===== src/rtl/instr_fetch_unit.sv =====
// Instruction fetch stage: owns the PC, drives instruction memory combinationally and
// buffers fetched words with their PCs in a small in-order prefetch queue.
module instr_fetch_unit #(
    parameter int unsigned BITS_DATA   = 32,
    parameter int unsigned BITS_ADDR   = 7,
    parameter int unsigned RESET_PC    = 0,
    parameter int unsigned QUEUE_DEPTH = 2
) (
    input  logic                 clk,
    input  logic                 rst_n,
    output logic [BITS_ADDR-1:0] imem_addr,
    input  logic [BITS_DATA-1:0] imem_rd,
    input  logic                 redirect_valid,
    input  logic [BITS_ADDR-1:0] redirect_pc,
    output logic                 out_valid,
    input  logic                 out_ready,
    output logic [BITS_DATA-1:0] out_instr,
    output logic [BITS_ADDR-1:0] out_pc,
    output logic                 misalign_err
);

    localparam int unsigned PTR_W = $clog2(QUEUE_DEPTH);
    localparam int unsigned CNT_W = $clog2(QUEUE_DEPTH + 1);

    logic [BITS_ADDR-1:0] pc;
    logic [PTR_W-1:0]     rd_ptr;
    logic [PTR_W-1:0]     wr_ptr;
    logic [CNT_W-1:0]     count;
    logic [BITS_DATA-1:0] q_instr [QUEUE_DEPTH];
    logic [BITS_ADDR-1:0] q_pc    [QUEUE_DEPTH];
    logic                 pop;
    logic                 push;

    assign imem_addr = pc;
    assign out_valid = (count != '0);
    assign out_instr = q_instr[rd_ptr];
    assign out_pc    = q_pc[rd_ptr];
    assign pop       = out_valid && out_ready;
    // A pop frees a slot at the same edge, so a full queue still accepts a fetch.
    assign push      = !redirect_valid && ((count < CNT_W'(QUEUE_DEPTH)) || pop);

    // QUEUE_DEPTH is a power of two, so the pointers wrap by natural overflow.
    always_ff @(posedge clk or negedge rst_n) begin
        if (!rst_n) begin
            pc           <= BITS_ADDR'(RESET_PC);
            rd_ptr       <= '0;
            wr_ptr       <= '0;
            count        <= '0;
            misalign_err <= 1'b0;
            for (int unsigned i = 0; i < QUEUE_DEPTH; i++) begin
                q_instr[i] <= '0;
                q_pc[i]    <= '0;
            end
        end else if (redirect_valid) begin
            pc           <= {redirect_pc[BITS_ADDR-1:2], 2'b00};
            rd_ptr       <= '0;
            wr_ptr       <= '0;
            count        <= '0;
            misalign_err <= (redirect_pc[1:0] != 2'b00);
        end else begin
            misalign_err <= 1'b0;
            if (push) begin
                q_instr[wr_ptr] <= imem_rd;
                q_pc[wr_ptr]    <= pc;
                wr_ptr          <= wr_ptr + PTR_W'(1);
                pc              <= pc + BITS_ADDR'(4);
            end
            if (pop) begin
                rd_ptr <= rd_ptr + PTR_W'(1);
            end
            case ({push, pop})
                2'b10:   count <= count + CNT_W'(1);
                2'b01:   count <= count - CNT_W'(1);
                default: count <= count;
            endcase
        end
    end

endmodule


===== config.mk =====
export PLATFORM = sky130hd
export DESIGN_NAME = instr_fetch_unit
export DESIGN_NICKNAME = d
export VERILOG_FILES = /design/src/rtl/instr_fetch_unit.sv
export SDC_FILE = /design/constraint.sdc
export NUM_CORES = 1
export LEC_CHECK = 0
export CAP_MARGIN = 0
export CORE_MARGIN = 4
export CORE_UTILIZATION = 45
export CTS_CLUSTER_SIZE = 10
export DETAILED_ROUTE_END_ITERATION = 16
export PLACE_DENSITY = 0.74
export SETUP_SLACK_MARGIN = 0.5
export SYNTH_ARGS = -nofsm -noshare
export SYNTH_HDL_FRONTEND = slang
export SYNTH_SLANG_ARGS = --single-unit

===== constraint.sdc =====
create_clock -name clk -period 1.92 [get_ports clk]
set_input_delay 0.384 -clock clk [delete_from_list [all_inputs] [get_ports clk]]
set_output_delay 0.384 -clock clk [all_outputs]
set_load 0.05 [all_outputs]

==> results.json <==
{
  "htreeDepth": 3,
  "yosys.area.top_type": "dfrtp_1",
  "rows": 33,
  "track_usage": 0.190,
  "synth_xor_area_frac": 0.00678,
  "finalSetupViolCount": 0,
  "n_antenna_cell": 0,
  "synth-compound-area-share": 0.0171,
  "synth_edf_count": 0,
  "drt.antenna.violating_nets": 0,
  "wl_per_cell_um": 19.7,
  "core_area_um2": 8300,
  "grt_pass1_vias": 2675,
  "die_w_um": 101,
  "path_buf_inv": 2,
  "slowest_stage": "dfrtp_2",
  "synth-seq-area-share": 0.542,
  "synth_fa_ha_area_frac": 0.00323,
  "crit_chain": "buf_12 > mux2_2 > buf_6",
  "vias": 2551,
  "io_pins": 91,
  "clock_path_buffers": 2,
  "antenna_found_initial": 0,
  "ys_types": 29,
  "peakVddDrop_mv": 0.596,
  "max_stage_delay_ns": 0.41,
  "end_kind": "primary output",
  "ctsRootBufferMaster": "clkbuf_8",
  "grt_max_degree": 42,
  "synth.most_common_cell": "dfrtp_1",
  "critPathKind": "reg2out",
  "hold_viol": 0,
  "drt_wl_total_um": 9860,
  "fin_skew_ns": 0.0104,
  "synth_top_family_by_area": "multiplexers",
  "slew_violations": 0,
  "place_area_um2": 5060,
  "crit_fanout": 19,
  "crit_path_start_kind": "register",
  "portBuffers": 86,
  "initial_utilization": 0.467,
  "synth-simple-area-share": 0.0313,
  "numCtsBuffers": 9,
  "yosys_warnings": 0,
  "cts_sinks": 84,
  "final_util": 0.751,
  "synth_top_area_share": 0.542,
  "drt_iter0_drc": 50,
  "finalSetupTns_ns": 0,
  "dpl.hpwl_um": 5490,
  "muxShareOfSynthArea": 0.354,
  "stdcell_count": 501,
  "synth_ff_type": "dfrtp_1",
  "critPathTopFamily": "flip-flops",
  "drc_errors": 0,
  "vias_per_cell": 5.09,
  "die_area_um2": 10200,
  "gp_congestion": 0.749,
  "grt_pass1_wl_um": 14800,
  "p_per_area_nw_per_um2": 1120,
  "overflow": 0,
  "cp.arrival_ns": 1.49,
  "rsz0062_at_grt": "true",
  "period_minus_slack_ns": 1.87,
  "worst_ep_required_time_ns": 1.54,
  "max-cap-violations": 0,
  "drive_gt1_frac": 0.606,
  "fp.dieH_um": 101,
  "postSynth.asyncResetShare": 1.00,
  "fin_nets": 435,
  "cts_tree": "done",
  "firstDrtPassIters": 4,
  "area_growth_pct": 60.8,
  "synth_seq_cells": 84,
  "status": "completed",
  "synth_area_leaders": "dfrtp_1 54%, mux2_2 23%, mux2_4 12%",
  "p_leak_uw": 0.00285,
  "postLayoutCellArea_um2": 6230,
  "syn_area_per_cell_um2": 15.3,
  "worstSkewPairLatency_ns": 0.35,
  "syn_inst": 253,
  "worstHoldPathType": "in2async",
  "post_synth_most_frequent_cells": "84 x dfrtp_1, 79 x mux2_2, 30 x mux2_4",
  "place_inst": 441,
  "clk_pin_slew_ns": 0.09,
  "synth_area_um2": 3880,
  "timing.final.crit_share": 0.974,
  "clock.fmax_mhz": 535
}
[cells by family after synthesis]
| kind of cell | Yosys count |
|---|---|
| mux | 112 |
| simple gates | 20 |
| compound gates | 11 |
| flops | 84 |
| xor+xnor | 3 |
| other cells | 1 |
| buf+inv | 21 |
| fa+ha+maj | 1 |
[repair_timing]
item                       in CTS  in global routing
hold buffers                    1                  0
setup endpoints to repair     118                117
hold endpoints to repair       30                  0
cloned                         10                  2
gates resized for setup        34                 74
pin swaps                       4                  9
buffers inserted               22                  9
[layout by cell type (no fill, tap or decap), types with 2 or more instances in the layout]
| master | instances |
|---|---|
| inv_1 | 3 |
| buf_8 | 15 |
| clkinvlp_4 | 2 |
| buf_12 | 20 |
| xor2_1 | 3 |
| clkbuf_1 | 3 |
| dfrtp_2 | 6 |
| o21ai_1 | 2 |
| buf_6 | 34 |
| clkdlybuf4s50_1 | 39 |
| a21oi_1 | 2 |
| nand2_1 | 4 |
| dfrtp_1 | 78 |
| nor2_1 | 7 |
| o21ai_0 | 2 |
| buf_16 | 10 |
| buf_4 | 17 |
| clkbuf_8 | 9 |
| conb_1 | 4 |
| mux2_2 | 17 |
| clkbuf_16 | 2 |
| mux2_4 | 94 |
| or4_4 | 2 |
| dlygate4sd2_1 | 2 |
[metal layers]
layer	up-vias	GRT usage	wire length [µm]
li1	1168	-	-
met1	1310	0.255	4290
met2	61	0.315	5060
met3	12	0.0429	438
met4	0	0.0446	73
met5	-	0	0
[state kept, by name, indices dropped and copies added (netlist names)]
register	count
count	2
imem_addr	5
misalign_err	1
q_instr	64
q_pc	10
rd_ptr	1
wr_ptr	1
[cell type report]
cell class	count	area, µm²
tap	105	131
fill	486	2070
sequential	84	2110
clock buffer	12	135
inverter	4	15.0
clock inverter	4	50.0
multi-input combinational	151	1910
timing repair buffer	141	1880
[metrics by stage]
stage	setup WS, ns	power, µW	hold WS, ns
after floorplan	0.352	4380	0.0884
after global placement	-0.0946	5100	0.354
after detailed placement	-0.135	5150	0.356
after CTS	0.0137	6610	0.511
after global routing	-0.00157	7270	0.518
final	0.0492	6980	0.514
[worst paths after layout]
| kind | startpoint | endpoint | slack (ns) | depth (start not counted) |
|---|---|---|---|---|
| max in group asynchronous | rst_n | imem_addr[5] | 0.83 | 3 |
| setup reg to reg | count[1] | q_instr[19] | 0.31 | 6 |
| min in group clk | out_ready | count[0] | 0.51 | 2 |
| hold / removal | rst_n | q_instr[36] | 0.51 | 2 |
| hold reg to reg | q_instr[9] | q_instr[9] | 0.52 | 1 |
| setup / recovery | rd_ptr | out_instr[4] | 0.05 | 3 |
[power breakdown]
group          internal, µW  total [µW]  switching (µW)
Sequential             2180        2460             279
Clock                   601        1220             619
Combinational          1770        3300            1530
[worst register-to-register path, stage by stage (launching register included)]
cell and delay (ns):
dfrtp_1 0.40, nor2b_4 0.16, nor3b_4 0.23, buf_6 0.17, buf_12 0.11, buf_12 0.12, mux2_4 0.31
Power figures use the tool's default switching activity.
